===== config.mk =====
export PLATFORM = sky130hd
export DESIGN_NAME = mips_register_file_flat
export DESIGN_NICKNAME = d
export VERILOG_FILES = /design/src/rtl/mips_register_file_if.sv /design/src/rtl/mips_register_file.sv /design/src/flat_wrapper.sv
export SDC_FILE = /design/constraint.sdc
export NUM_CORES = 2
export LEC_CHECK = 0
export BUFFER_PORTS_ARGS = -buffer_cell sky130_fd_sc_hd__buf_2
export CORE_MARGIN = 8
export CORE_UTILIZATION = 25
export DETAILED_ROUTE_END_ITERATION = 8
export PLACE_DENSITY_LB_ADDON = 0.12
export SLEW_MARGIN = 20
export SYNTH_ARGS = -nofsm -noshare
export SYNTH_HDL_FRONTEND = slang
export SYNTH_SLANG_ARGS = --single-unit

===== constraint.sdc =====
create_clock -name clk -period 3 [get_ports clk]
set_input_delay 0.3 -clock clk [delete_from_list [all_inputs] [get_ports clk]]
set_output_delay 0.3 -clock clk [all_outputs]
set_load 0.05 [all_outputs]

===== src/rtl/mips_register_file_if.sv =====
// Register-file access bundle: two read ports (rs/rt) and one write port.
// The datapath side is the master and the register file is the slave.
interface mips_register_file_if #(
    parameter int DATA_WIDTH = 32
);
    logic [4:0]            read_reg1;
    logic [4:0]            read_reg2;
    logic [4:0]            write_reg;
    logic [DATA_WIDTH-1:0] write_data;
    logic                  reg_write;
    logic [DATA_WIDTH-1:0] read_data1;
    logic [DATA_WIDTH-1:0] read_data2;

    modport master (
        output read_reg1, read_reg2, write_reg, write_data, reg_write,
        input  read_data1, read_data2
    );

    modport slave (
        input  read_reg1, read_reg2, write_reg, write_data, reg_write,
        output read_data1, read_data2
    );
endinterface


===== src/rtl/mips_register_file.sv =====
// 32x32 MIPS register file, $zero hardwired, two combinational reads, one clocked write.
// Define REGFILE_BYPASS_EN to forward write_data to a read port addressing the register being written.

// One storage register; reset has priority over a write in the same cycle.
module mips_rf_entry #(
    parameter int                    DATA_WIDTH  = 32,
    parameter logic [DATA_WIDTH-1:0] RESET_VALUE = '0
) (
    input  logic                  clk,
    input  logic                  reset,
    input  logic                  we,
    input  logic [DATA_WIDTH-1:0] wdata,
    output logic [DATA_WIDTH-1:0] q
);
    always_ff @(posedge clk) begin
        if (reset)
            q <= RESET_VALUE;
        else if (we)
            q <= wdata;
    end
endmodule

module mips_register_file #(
    parameter int                    DATA_WIDTH  = 32,
    parameter logic [DATA_WIDTH-1:0] RESET_VALUE = 32'h0000_0000
) (
    input  logic                 clk,
    input  logic                 reset,
    mips_register_file_if.slave  rf
);
    localparam int NUM_REGS = 32;

    logic [NUM_REGS-1:0][DATA_WIDTH-1:0] regs;
    logic [NUM_REGS-1:0]                 we;

    // Entry 0 has no storage, so every read of it sees zero.
    assign regs[0] = '0;
    assign we[0]   = 1'b0;

    for (genvar i = 1; i < NUM_REGS; i++) begin : g_reg
        assign we[i] = rf.reg_write && (rf.write_reg == 5'(i));

        mips_rf_entry #(
            .DATA_WIDTH  (DATA_WIDTH),
            .RESET_VALUE (RESET_VALUE)
        ) u_entry (
            .clk   (clk),
            .reset (reset),
            .we    (we[i]),
            .wdata (rf.write_data),
            .q     (regs[i])
        );
    end

`ifdef REGFILE_BYPASS_EN
    logic wr_fwd;
    assign wr_fwd = rf.reg_write && !reset && (rf.write_reg != 5'd0);

    always_comb begin
        rf.read_data1 = regs[rf.read_reg1];
        rf.read_data2 = regs[rf.read_reg2];
        if (wr_fwd && (rf.read_reg1 == rf.write_reg))
            rf.read_data1 = rf.write_data;
        if (wr_fwd && (rf.read_reg2 == rf.write_reg))
            rf.read_data2 = rf.write_data;
    end
`else
    // Stored contents only; outputs never depend on the write port.
    always_comb begin
        rf.read_data1 = regs[rf.read_reg1];
        rf.read_data2 = regs[rf.read_reg2];
    end
`endif
endmodule


===== src/flat_wrapper.sv =====
// flat-port wrapper written by rule: the top's interface ports become plain ports
module mips_register_file_flat 
#(
    parameter int                    DATA_WIDTH  = 32,
    parameter logic [DATA_WIDTH-1:0] RESET_VALUE = 32'h0000_0000
)
  (clk, reset, rf_read_reg1, rf_read_reg2, rf_write_reg, rf_write_data, rf_reg_write, rf_read_data1, rf_read_data2);
  mips_register_file_if #(.DATA_WIDTH(DATA_WIDTH)) rf_i ();
  input  logic clk;
  input  logic reset;
  input wire logic [$bits(rf_i.read_reg1)-1:0] rf_read_reg1;
  input wire logic [$bits(rf_i.read_reg2)-1:0] rf_read_reg2;
  input wire logic [$bits(rf_i.write_reg)-1:0] rf_write_reg;
  input wire logic [$bits(rf_i.write_data)-1:0] rf_write_data;
  input wire logic [$bits(rf_i.reg_write)-1:0] rf_reg_write;
  output wire logic [$bits(rf_i.read_data1)-1:0] rf_read_data1;
  output wire logic [$bits(rf_i.read_data2)-1:0] rf_read_data2;
  assign rf_i.read_reg1 = rf_read_reg1;
  assign rf_i.read_reg2 = rf_read_reg2;
  assign rf_i.write_reg = rf_write_reg;
  assign rf_i.write_data = rf_write_data;
  assign rf_i.reg_write = rf_reg_write;
  assign rf_read_data1 = rf_i.read_data1;
  assign rf_read_data2 = rf_i.read_data2;
  mips_register_file #(.DATA_WIDTH(DATA_WIDTH), .RESET_VALUE(RESET_VALUE)) u_core (.clk(clk), .reset(reset), .rf(rf_i));
endmodule

== Word level (Yosys, flattened, before mapping) ==
Index checks and enable logic that the tools add are counted.

* Eq/ne operators: 31
* Multiplexer cells: 4
* $lt $le $gt $ge: 2
* Reductions and logical operators: 31

{| class="wikitable"
|+ Operators by type and width
! kind !! count
|-
| $bmux 32 s5 || 2
|-
| $eq 5x5->1 const B || 16
|-
| $mux 32 || 2
|-
| $eq 5x4->1 const B || 8
|-
| $logic_and 1x1->1 || 31
|-
| $eq 5x3->1 const B || 4
|-
| $lt 5x6->1 const B || 2
|-
| $eq 5x2->1 const B || 2
|-
| $eq 5x1->1 const B || 1
|}

* Output and inout port bits: 64
* Logic and storage cells: 99
* Register bits: 992
* Bits of input ports: 50

== Depth between registers and ports, before layout ==
* Depth in word-level cells: 2
* Gate-level depth with buffers: 9
* Gate-level depth less buffers: 5

== Cells and area by module ==
Synthesis repeated with hierarchy kept, for this count alone.

* Cell total of the unflattened synthesis: 4653
* Area, all modules: 52395.3 um2

{| class="wikitable"
|+ By module, submodules not included
! module !! area each (um2) !! times used !! sequential area each (um2) !! cells each
|-
| mips_rf_entry || 1163.6 || 31 || 640.6 || 103
|-
| mips_register_file || 16323.2 || 1 || 0.0 || 1460
|}

== Least setup slack after synthesis ==
OpenSTA, ideal clock, no wires.

* Path type: in2out
* Start point: input rf_read_reg2[1]
* End point: output rf_read_data2[10]
* Path buffers: 2
* Data required time: 2.700 ns
* Arrival time: 1.986 ns
* Cell stages on the path: 7
* Path slack: 0.714 ns
* Path through: buf_2 clkbuf_1 mux2_2 a221oi_1 nor3_1 a31oi_1 nand3_1

* Cells in the longest elaborated chain, start to end: 2

{| class="wikitable"
|+ RTL lines
! item !! RTL line !! RTL
|-
| from (decl) || flat_wrapper.sv:12 || <nowiki>input wire logic [$bits(rf_i.read_reg2)-1:0] rf_read_reg2;</nowiki>
|-
| $bmux 32 s5 || mips_register_file.sv:71 || <nowiki>rf.read_data2 = regs[rf.read_reg2];</nowiki>
|-
| $mux 32 (not written as such) || mips_register_file.sv:71 ||
|-
| to (decl) || flat_wrapper.sv:17 || <nowiki>output wire logic [$bits(rf_i.read_data2)-1:0] rf_read_data2;</nowiki>
|}

No other way between the ends. The select of a mux whose other input is x is not followed.

== Worst setup path in the final report ==
* Start point: register u_core.g_reg[4].u_entry.q[29]
* End point: output rf_read_data2[29]

* Cells in the longest elaborated chain, start to end: 2

{| class="wikitable"
|+ RTL lines
! item !! RTL line !! RTL
|-
| from (decl) || mips_register_file.sv:13 || <nowiki>output logic [DATA_WIDTH-1:0] q</nowiki>
|-
| from (signal assigned) || mips_register_file.sv:19 || <nowiki>q <= wdata;</nowiki>
|-
| $bmux 32 s5 || mips_register_file.sv:71 ||
|-
| $mux 32 (not written as such) || mips_register_file.sv:71 ||
|}

No other way between the ends. The select of a mux whose other input is x is not followed.

==> run summary <==
Clock Latency Late Sink = 740 ps
Largest regs = u_core.g.u_entry.q x992
Hold Crit Depth = 2
Syn Inst Count = 6580
Max-slew headroom = 33.4%
Crit Path Class = flip-flop to primary output
Startpoint Class = flip-flop
Initial DRC Count = 4250
Final Critical Period = 3020 ps
DRT antenna net count = 0
initial antenna violation count = 7
CTS tree = done
Die X = 468 um
Hold EP = u_core.g_reg[9].u_entry.q[29]
most frequent cells in the layout = 2115 x nand2_1, 1120 x a21oi_1, 991 x dfxtp_1
VDD IR max = 0.477 mV
worst hold path class = input pin to flip-flop
RSZ-0062 raised after global routing = yes
post-synthesis sequential area ratio = 38.8%
Synth area leaders = dfxtp_1 39%, nand2_1 16%, mux2i_1 15%
Reg clk slew, reported paths = 60 ps
syn avg cell area = 7.77 um^2
Final Max Tran Viols = 0
cell area power density = 521 nW/um^2
largest register by flop count = u_core.g.u_entry.q
io pins = 114
r2r worst-path depth = 2
Req. time, crit path = 2700 ps
cell area after synthesis = 51100 um^2
Worst Tran Pin Value = 999 ps
Post-route DRC = 0
Final period util = 101%
Setup Viol. Count Final = 1
CTS Buf Count = 119
maximum level of the CTS H-tree = 3
postcts setup bufs = 0
Synthesis Warnings = 0
endpoints failing hold = 0
routed length per instance = 25.8 um
worst r2r dst = u_core.g_reg[11].u_entry.q[13]
Detailed Place HPWL = 147 mm
Placer Congestion = 0.802
FF-to-FF setup slack = 2300 ps
via count = 48100
MaxCap Viol Count = 0
first-pass GRT wire length = 345 mm
Nets = 6587
Yosys top cell area share = 38.8%
Total Power = 0.0323 W
max FFs per register = 992
final worst-path setup slack = -15.8 ps
Remaining Overflow, GRT = 0
largest net degree at the start of global routing = 90
failing checks = negative setup slack
synthesized flop and latch total = 992
status = finished with violations
Post-CTS Hold Fix Bufs = 0
most common cell after layout, fill and taps aside = nand2_1
Max FO, Critical Path = 3
PortBufs = 113
Worst setup EP type = primary output
LEAKAGE = 22.0 nW
core area = 204000 um^2
Critical R2R Launch = u_core.g_reg[11].u_entry.q[13]
Starting Density = 25.1%
worst-case clock buffer depth = 3
Post-Syn Nets = 6630
root buffer cell = clkbuf_16
clock sinks = 992
critical path arrival = 2720 ps
Area Growth Syn to Fin = 21.4%
die height = 468 um
fraction of layout cells with a size suffix above 1 = 13.9%
min-delay src = reset
Detailed Route WL = 241 mm
Fmax = 332 MHz
GR Util All Layers = 21.1%
Initial DRT Pass Iterations = 5
Die ar. = 219000 um^2
Vias/cell = 5.16
vias in the first global route = 46300
post-synth top area cell = dfxtp_1
Setup TNS = -15.8 ps
FP Rows = 166
post-layout util = 30.4%
Distinct cells, synth = 29
clock tree skew after final layout = 0 ps
[metal layers]
| metal | vias up | global-route usage [%] | share of wire (%) |
|---|---|---|---|
| met5 | - | 0 | 0.017 |
| met3 | 321 | 2.39 | 5.2 |
| met2 | 1457 | 34.0 | 45 |
| met4 | 4 | 5.76 | 2.5 |
| li1 | 22600 | - | - |
| met1 | 23800 | 29.8 | 47 |
[critical path, cell delays in order (launching register included)]
cell	delay, ps
dfxtp_1	380
mux4_2	240
nor2b_1	40
nor3_1	610
a31oi_1	240
nand3_1	170
buf_2	280
[what timing repair did]
item | CTS | global route
gates resized for setup | 32 | 60
cloned | 0 | 0
endpoints found under the setup margin | 17 | 31
[cells by family (layout without fill, tap and decap cells)]
family,Yosys count,in the layout,share of synthesized area (%)
simple gates,2536,2536,20.0
buf+inv,652,702,5.32
flops,992,992,38.8
other cells,0,3,0
compound gates,1504,1504,16.6
mux,896,896,19.3
[metrics by stage]
| step | hold slack [ps] | setup WS, ps | instances | area (um^2) |
|---|---|---|---|---|
| finish | 52.8 | -15.8 | 9321 | 62100 |
| global route | 66.6 | -66.3 | 9319 | 62100 |
| CTS | 12.3 | -28.0 | 9318 | 61800 |
| detailed placement | 459 | -27.5 | 9104 | 57700 |
| global placement | 452 | -38.2 | 9104 | 57700 |
| floorplan | 436 | 714 | 6580 | 51100 |
[area by class of cell]
class | instances | area, um^2
Sequential cell | 992 | 19900
Timing Repair Buffer | 488 | 5580
Clock inverter | 36 | 335
Multi-Input combinational cell | 4936 | 29300
Fill cell | 21600 | 142000
Clock buffer | 178 | 3590
Antenna cell | 3 | 7.51
Tap cell | 2688 | 3360
[report_power, final]
part | total [W] | internal (W) | switching [W]
sequential | 0.0133 | 0.0133 | 0.0000735
combinational | 0.00413 | 0.00135 | 0.00278
clock | 0.0149 | 0.00862 | 0.00623
[synth_stat cells (all sizes together)]
master and number:
nor2b 73, nand2 2148, and2 4, or2 5, a21oi 1120, mux4 64, dfxtp 992, buf 190
nor2 21, clkbuf 462, a31oi 64, nand2b 7, mux2i 768, a22oi 256, mux2 64, a221oi 64
and2b 1, nor4 8, nand4 1, nor3 76, nand3 192
[worst max-delay path by stage]
stage | from | slack [ps] | to | cells past startpoint
4_1_cts | u_core.g_reg[7].u_entry.q[15] | -30 | rf_read_data2[15] | 8
2_1_floorplan | rf_read_reg2[1] | 710 | rf_read_data2[10] | 7
3_3_place_gp | rf_read_reg1[0] | -40 | rf_read_data1[18] | 10
6_report | u_core.g_reg[4].u_entry.q[29] | -20 | rf_read_data2[29] | 6
5_1_grt | u_core.g_reg[1].u_entry.q[18] | -70 | rf_read_data2[18] | 8
3_5_place_dp | rf_read_reg1[0] | -30 | rf_read_data1[18] | 10
(Power assumes the default switching activity.)
